==> config.mk <==
export PLATFORM = sky130hd
export DESIGN_NAME = store_queue_drain_unit
export DESIGN_NICKNAME = d
export VERILOG_FILES = /design/src/rtl/store_queue_drain_unit.sv
export SDC_FILE = /design/constraint.sdc
export NUM_CORES = 1
export LEC_CHECK = 0
export BUFFER_PORTS_ARGS = -buffer_cell sky130_fd_sc_hd__buf_2
export CAP_MARGIN = 20
export CORE_ASPECT_RATIO = 0.5
export CORE_UTILIZATION = 45
export CTS_BUF_LIST = sky130_fd_sc_hd__clkbuf_8 sky130_fd_sc_hd__clkbuf_16
export CTS_CLUSTER_SIZE = 28
export DETAILED_ROUTE_END_ITERATION = 10
export GPL_TIMING_DRIVEN = 0
export PLACE_DENSITY = 0.82
export SETUP_SLACK_MARGIN = 0.4
export SLEW_MARGIN = 10
export SYNTH_ARGS = -nofsm -noshare
export SYNTH_HDL_FRONTEND = slang
export SYNTH_SLANG_ARGS = --single-unit
==> constraint.sdc <==
create_clock -name clk -period 3.5 [get_ports clk]
set_input_delay 0.175 -clock clk [delete_from_list [all_inputs] [get_ports clk]]
set_output_delay 0.175 -clock clk [all_outputs]
set_load 0.02 [all_outputs]
==> src/rtl/store_queue_drain_unit.sv <==
// Drains committed stores from the store queue head into the data cache, one at a time in program order.
// Latency: a commit becomes a cache write two cycles later when idle. A miss waits RETRY_DELAY cycles, then retries.
module store_queue_drain_unit #(
    parameter int ENTRY_NUM    = 16,
    parameter int ADDR_WIDTH   = 32,
    parameter int COMMIT_WIDTH = 2,
    parameter int RETRY_DELAY  = 4,
    localparam int IDX_W = $clog2(ENTRY_NUM),
    localparam int CNT_W = $clog2(ENTRY_NUM + 1),
    localparam int CMT_W = $clog2(COMMIT_WIDTH + 1),
    localparam int RTY_W = $clog2(RETRY_DELAY + 1)
) (
    input  logic                  clk,
    input  logic                  rst,
    input  logic [CMT_W-1:0]      commitStoreNum,
    output logic [IDX_W-1:0]      headIndex,
    input  logic [ADDR_WIDTH-3:0] sqBlockAddr,
    input  logic [3:0]            sqByteWE,
    input  logic [31:0]           sqData,
    input  logic                  sqCondEnabled,
    output logic                  dcWriteReq,
    output logic [ADDR_WIDTH-1:0] dcWriteAddr,
    output logic [31:0]           dcWriteData,
    output logic [3:0]            dcWriteByteWE,
    input  logic                  dcWriteAck,
    input  logic                  dcWriteMiss,
    output logic                  releaseValid,
    output logic [CNT_W-1:0]      pendingCount,
    output logic                  busy
);

    typedef enum logic [1:0] {IDLE, ISSUE, RETRY_WAIT} state_t;

    state_t                  state, state_nxt;
    logic [IDX_W-1:0]        head;
    logic [CNT_W-1:0]        pending;
    logic [RTY_W-1:0]        retry_cnt, retry_nxt;
    logic [ADDR_WIDTH-3:0]   req_blk;
    logic [31:0]             req_data;
    logic [3:0]              req_we;
    logic                    latch_req;
    logic                    release_head;
    logic [CNT_W:0]          pend_sum;

    always_comb begin
        state_nxt    = state;
        retry_nxt    = retry_cnt;
        latch_req    = 1'b0;
        release_head = 1'b0;
        case (state)
            IDLE: begin
                if (pending != '0) begin
                    // A failed store-conditional frees its entry without touching the cache.
                    if (!sqCondEnabled) begin
                        release_head = 1'b1;
                    end else begin
                        latch_req = 1'b1;
                        state_nxt = ISSUE;
                    end
                end
            end
            ISSUE: begin
                if (dcWriteAck) begin
                    release_head = 1'b1;
                    state_nxt    = IDLE;
                end else if (dcWriteMiss) begin
                    retry_nxt = RTY_W'(RETRY_DELAY);
                    state_nxt = RETRY_WAIT;
                end
            end
            RETRY_WAIT: begin
                if (retry_cnt <= RTY_W'(1)) begin
                    retry_nxt = '0;
                    state_nxt = ISSUE;
                end else begin
                    retry_nxt = retry_cnt - RTY_W'(1);
                end
            end
            default: state_nxt = IDLE;
        endcase
    end

    always_ff @(posedge clk) begin
        if (rst) begin
            state     <= IDLE;
            head      <= '0;
            pending   <= '0;
            retry_cnt <= '0;
            req_blk   <= '0;
            req_data  <= '0;
            req_we    <= '0;
        end else begin
            state     <= state_nxt;
            retry_cnt <= retry_nxt;
            pending   <= pending + CNT_W'(commitStoreNum) - CNT_W'(release_head);
            if (release_head) begin
                head <= head + IDX_W'(1);
            end
            if (latch_req) begin
                req_blk  <= sqBlockAddr;
                req_data <= sqData;
                req_we   <= sqByteWE;
            end
        end
    end

    assign pend_sum = {1'b0, pending} + (CNT_W+1)'(commitStoreNum);

    always_ff @(posedge clk) begin
        if (!rst) begin
            assert (pend_sum <= (CNT_W+1)'(ENTRY_NUM));
            assert (!(state == ISSUE && dcWriteAck && dcWriteMiss));
        end
    end

    assign headIndex     = head;
    assign pendingCount  = pending;
    assign dcWriteReq    = (state == ISSUE);
    assign dcWriteAddr   = {req_blk, 2'b00};
    assign dcWriteData   = req_data;
    assign dcWriteByteWE = req_we;
    assign releaseValid  = release_head;
    assign busy          = (pending != '0) || (state != IDLE);

endmodule

==> metrics, run 1 <==
vias per inst=4.72; clock-pin transition on the worst setup and hold timing paths=0.06 ns; routed len/inst=11.9 um; final HPWL from detailed placement=5660 um; first-pass GRT wire length=roughly 12,000 um; count leader, synth=nand2_1; worst path arrival time=3.17 ns; CTS tree=yes; # DRC=0; Syn. warnings=0; synthesis-stage register bit count=80; max-slew violation count=0; CP endpoint kind=register; status=complete, no violations; Post-synth EDFFs=0; drt initial violations=between 100 and 150; GR Overflow Total=0; Post-synth top cells=135 x nand2_1, 80 x dfxtp_1, 74 x a21oi_1; CP startpoint=pendingCount[2]$_SDFF_PP0_; Tcrit/Tclk final=between 80% and 90%; Worst Setup Path Type=reg -> reg; top_reg_cell synth=dfxtp_1; Final setup viols=0; row count=21; Syn Inst Count=391; GP Congestion=0.747; measured slew at the worst slew-check pin=0.601 ns; DIE WIDTH=between 100 and 150 um; Final min period=a little under 3 ns; Worst Hold Class=in -> reg; Synth top area share=between 40% and 50%; post-layout util=64.6%; via count=between 3,000 and 4,000; IO Port Bufs=~150; Critical Path RT=approximately 3.8 ns; setup TNS=0 ns; max layer used=met4; # IOs=between 150 and 200; CP peak stage delay=0.48 ns; Post-Place Cells=633; met3 wire len=398 um; leakage dissipation=2.11 nW; non-filler cells, final=649; Seq/Total Area, Yosys=49.5%; cell taking the most area after synthesis=dfxtp_1; # nets final=642; Worst Setup Start Kind=register; FMAX=344 MHz; n_diodes=0; Core ar.=6810 um2; # hold bufs at CTS=0; vias in the first global route=2,680; Global Route Usage Sum=roughly a fifth; Critical Path End=pendingCount[4]$_SDFF_PP0_; Max-Cap Viols=0; clk sink count=80; hold path cells=3; final instance area=4390 um2; Clock Skew=a little under 0.003 ns; Worst R2R Start=pendingCount[2]$_SDFF_PP0_; Pwr Density=824 nW/um2; layout cells sized above 1=between 30 and 40%; CTS Root Cell=clkbuf_16; H-tree levels=3; Worst Reg-to-Reg Cells=13; M1 WL=between 3000 and 4000 um; RSZ-0062 raised after global routing=no; Slew headroom=60.0%; crit-path max FO=3; synth top area cells=dfxtp_1 49%, nand2_1 16%, a21oi_1 11%; CTS Buf Count=9; Pre-antenna DRT Iters=4; library cells used by synthesis=33; drt total wl=7690 um; Cell Chain, Critical Path=inv_1 > ha_1 > or4b_4 > a32oi_4 > inv_2 > ha_1 > inv_1 > ha_1 > fa_2 > a21oi_1 > nor2_1 > or3_1 > a21oi_1; area grow syn2layout=35.7%; worst-case clock buffer depth=2; placed cell areas=4100 um2; R2R Path End=pendingCount[4]$_SDFF_PP0_; WL met2=3860 um; largest net degree at the start of global routing=12; most used cell, CP=ha_1; Vert. Die Dim=62.0 um; Die ar.=7560 um2; Antenna Violating Nets Remaining=0; asr flop ratio synth=0%; syn avg cell area=8.28 um2; Worst-Skew Late Latency=0.33 ns; Starting Density=47.6%; Design Power=0.00362 W; reg2reg setup slack=0.59 ns; worst vdd ir=0.451 mV; Final Hold Viols=0; initial antenna violation count=0; Mapped Area=3240 um2; Worst path slowest cell=or4b_4
-- registers in the layout, indices dropped and copies added, names as in the netlist --
signal,cells
state,2
retry_cnt,3
dcWriteByteWE,4
pendingCount,5
dcWriteData,32
headIndex,4
req_blk,30
-- power by group --
part           leakage [nW]  total [W]  internal (W)  switching [W]
Clock                 0.143   0.000858      0.000525       0.000333
Combinational          1.31    0.00152      0.000603       0.000916
Sequential            0.655    0.00124       0.00112       0.000118
-- logic make-up after synthesis --
group	count (synthesis)	share of synthesized area (%)
simple gates	157	20.1
compound gates	89	15.0
flops	80	49.5
buf+inv	43	7.61
fa+ha+maj	15	6.03
xor+xnor	4	1.08
mux	2	0.618
other cells	1	0.116
-- through the flow --
step,hold slack [ns],setup slack [ns]
after floorplan,0.311,0.408
after global placement,0.416,0.425
after detailed placement,0.421,0.388
after CTS,0.0633,0.430
after global routing,0.0755,0.425
final,0.0746,0.590
-- layer usage --
layer	vias up	global-route usage, %
met5	-	0
met4	0	9.70
met3	12	6.75
met2	67	38.4
met1	1395	22.4
li1	1587	-
-- placed cells by master, fill, tap and decap left out, types with 2 or more instances in the layout --
cell,instances
nand2_1,135
buf_6,10
nor2b_1,3
xnor2_1,2
ha_1,14
or3_1,3
dfxtp_1,80
buf_4,4
a21o_1,2
inv_1,19
nand2b_1,2
a21oi_1,74
nor2_1,6
or3_2,2
clkbuf_1,11
buf_2,151
clkbuf_8,3
clkbuf_16,9
xor2_1,2
o21ai_0,7
mux2i_1,2
conb_1,2
-- critical path: cells and delay by family, from the launching register on --
| family | cells | cell delay [ns] |
|---|---|---|
| AO/OA/AOI/OAI | 3 | 0.48 |
| adder cells (fa/ha/maj) | 4 | 0.98 |
| buffers and inverters | 3 | 0.19 |
| flip-flops | 1 | 0.32 |
| AND/OR/NAND/NOR | 3 | 0.88 |
-- how the worst min path moves through the flow --
stage                               from                            end  slack, ns
after floorplan              sqByteWE[0]  dcWriteByteWE[0]$_SDFFE_PP0P_       0.31
after global placement         sqData[9]    dcWriteData[9]$_SDFFE_PP0P_       0.42
after detailed placement      sqData[23]   dcWriteData[23]$_SDFFE_PP0P_       0.42
after CTS                 sqBlockAddr[9]        req_blk[9]$_SDFFE_PP0P_       0.06
after global routing      sqBlockAddr[9]        req_blk[9]$_SDFFE_PP0P_       0.08
final                     sqBlockAddr[9]        req_blk[9]$_SDFFE_PP0P_       0.07
-- final cells by class --
class | count | area [um2]
buffer | 25 | 179
fill | 613 | 2410
clock buffer | 12 | 267
inverter | 18 | 67.6
clock inverter | 2 | 7.51
timing repair buffer | 151 | 761
tap | 92 | 115
sequential | 80 | 1600
multi-input combinational | 269 | 1400
-- what timing repair did --
item,4_1_cts,5_1_grt
setup buffers,1,1
resized for setup,0,1
pin swaps,1,1
setup endpoints to repair,1,1
Note: power is estimated with default switching activity, not from simulation.
==> run 2: changes to the inputs <==
==> constraint.sdc (replaced) <==
create_clock -name clk -period 3 [get_ports clk]
set_input_delay 0.15 -clock clk [delete_from_list [all_inputs] [get_ports clk]]
set_output_delay 0.15 -clock clk [all_outputs]
set_load 0.02 [all_outputs]
==> run 2 against run 1 <==
Setup slack got worse by 0.51 ns. Clock power increased by 19%. Sequential share of layout area decreased by 1.2 points. Via count increased by 1.3%. Highest routed layer unchanged. Wire length increased by 2.4%. First-iteration DRC count increased by 2.0%. Utilization increased by 2.3 points.
==> metrics, run 2 (same netlist as run 1, synthesis figures left out) <==
status=complete, no violations; Critical Path RT=3.26 ns; final HPWL from detailed placement=approximately 5700 um; IO Port Bufs=between 100 and 150; Worst Reg-to-Reg Cells=13; setup TNS=0 ns; # hold bufs at CTS=0; via count=roughly 3,100; # nets final=between 600 and 700; CTS Buf Count=9; Pwr Density=988 nW/um2; Clock Skew=0.00812 ns; Max-Cap Viols=0; area grow syn2layout=40.6%; hold path cells=3; DIE WIDTH=122 um; Worst Setup Start Kind=register; drt initial violations=103; leading cell type in the layout, fill and taps excluded=buf_2; RSZ-0062 raised after global routing=yes; leading cell types in the layout, fill and taps excluded=151 x buf_2, 135 x nand2_1, 78 x dfxtp_1, 72 x a21oi_1, 16 x inv_1; Pre-antenna DRT Iters=4; H-tree levels=3; clock-pin transition on the worst setup and hold timing paths=0.06 ns; Final setup viols=0; Vert. Die Dim=roughly 62 um; Tcrit/Tclk final=97.4%; first-pass GRT wire length=12,300 um; Worst Hold Class=in -> reg; largest net degree at the start of global routing=13; clk sink count=80; Design Power=0.00450 W; GP Congestion=0.770; FMAX=342 MHz; vias in the first global route=~2,700; post-layout util=66.9%; Final Hold Viols=0; drt total wl=7880 um; n_diodes=0; CTS Root Cell=clkbuf_16; Worst Setup Path Type=reg -> reg; worst path arrival time=3.18 ns; vias per inst=between 4 and 5; Core ar.=6810 um2; worst vdd ir=0.734 mV; # IOs=153; max-slew violation count=0; Largest register FFs=32; layout cells sized above 1=37.0%; Starting Density=47.6%; Die ar.=about 7600 um2; non-filler cells, final=660; routed len/inst=around 12 um; row count=21; Global Route Usage Sum=21.3%; Final min period=2.92 ns; crit-path max FO=2; Antenna Violating Nets Remaining=0; initial antenna violation count=0; Slew headroom=59.2%; CP endpoint kind=register; Post-Place Cells=633; worst-case clock buffer depth=2; Worst-Skew Late Latency=0.33 ns; leakage dissipation=2.16 nW; Fill cells=598; GR Overflow Total=0; measured slew at the worst slew-check pin=0.612 ns; CTS tree=yes; minimum hold slack=0.0525 ns; # DRC=0
## run 2: cell count changes in the layout (fill, tap and decap cells not counted), sizes merged
cell	delta
buf	+9
clkinv	+1
clkinvlp	+1
## run 2: what timing repair did
item / 4_1_cts / 5_1_grt
pin swaps: 4 / 3
resized for setup: 9 / 3
setup buffers: 7 / 4
endpoints found under the setup margin: 4 / 4
## run 2: worst paths after layout
check                                from                      endpoint  slack (ns)
max            pendingCount[3]$_SDFF_PP0_    pendingCount[4]$_SDFF_PP0_        0.08
max reg2reg    pendingCount[3]$_SDFF_PP0_    pendingCount[4]$_SDFF_PP0_        0.08
min                            sqData[25]  dcWriteData[25]$_SDFFE_PP0P_        0.05
min reg2reg  dcWriteData[19]$_SDFFE_PP0P_  dcWriteData[19]$_SDFFE_PP0P_        0.45
## run 2: final cells by class
| cell class | count | area [um2] | share of cell area, % |
|---|---|---|---|
| flip-flops and latches | 80 | 1610 | 35.3 |
| multi-input cells | 269 | 1460 | 32.0 |
| repair buffers | 160 | 840 | 18.4 |
| clock buffers | 12 | 267 | 5.85 |
| plain buffers | 25 | 179 | 3.93 |
| well taps | 92 | 115 | 2.53 |
| inverters | 18 | 70.1 | 1.54 |
| clock inverters | 4 | 20.0 | 0.440 |
## run 2: critical path, stage by stage (launching register included)
cell and delay (ns):
dfxtp_4 0.35, inv_4 0.06, ha_4 0.11, or4b_4 0.48
a32oi_4 0.22, inv_2 0.08, ha_4 0.27, inv_2 0.04
ha_4 0.16, fa_2 0.37, a21oi_2 0.18, nor2_2 0.05
or3_4 0.36, a21oi_2 0.12
## run 2: where the power goes
part           internal [W]  switching [W]  total [W]  leakage [nW]
clock network      0.000620       0.000397    0.00102         0.147
logic              0.000873        0.00116    0.00203          1.36
registers           0.00131       0.000137    0.00145         0.656
total               0.00281        0.00169    0.00450          2.16
## run 2: per-stage QoR
step	setup WS, ns	cell area [um2]
floorplan	0.0294	3270
global placement	-0.00928	4130
detailed placement	-0.0519	4130
CTS	0.125	4510
global route	-0.0349	4550
finish	0.0778	4550
## run 2: routing by layer
metal  share of wire (%)  vias to the layer above  global-route usage, %
met2                  48                       82                   37.5
met5                   0                        -                      0
met1                  45                     1399                   24.4
li1                    -                     1606                      -
met4                 1.7                        0                   11.1
met3                 5.4                       13                   6.11
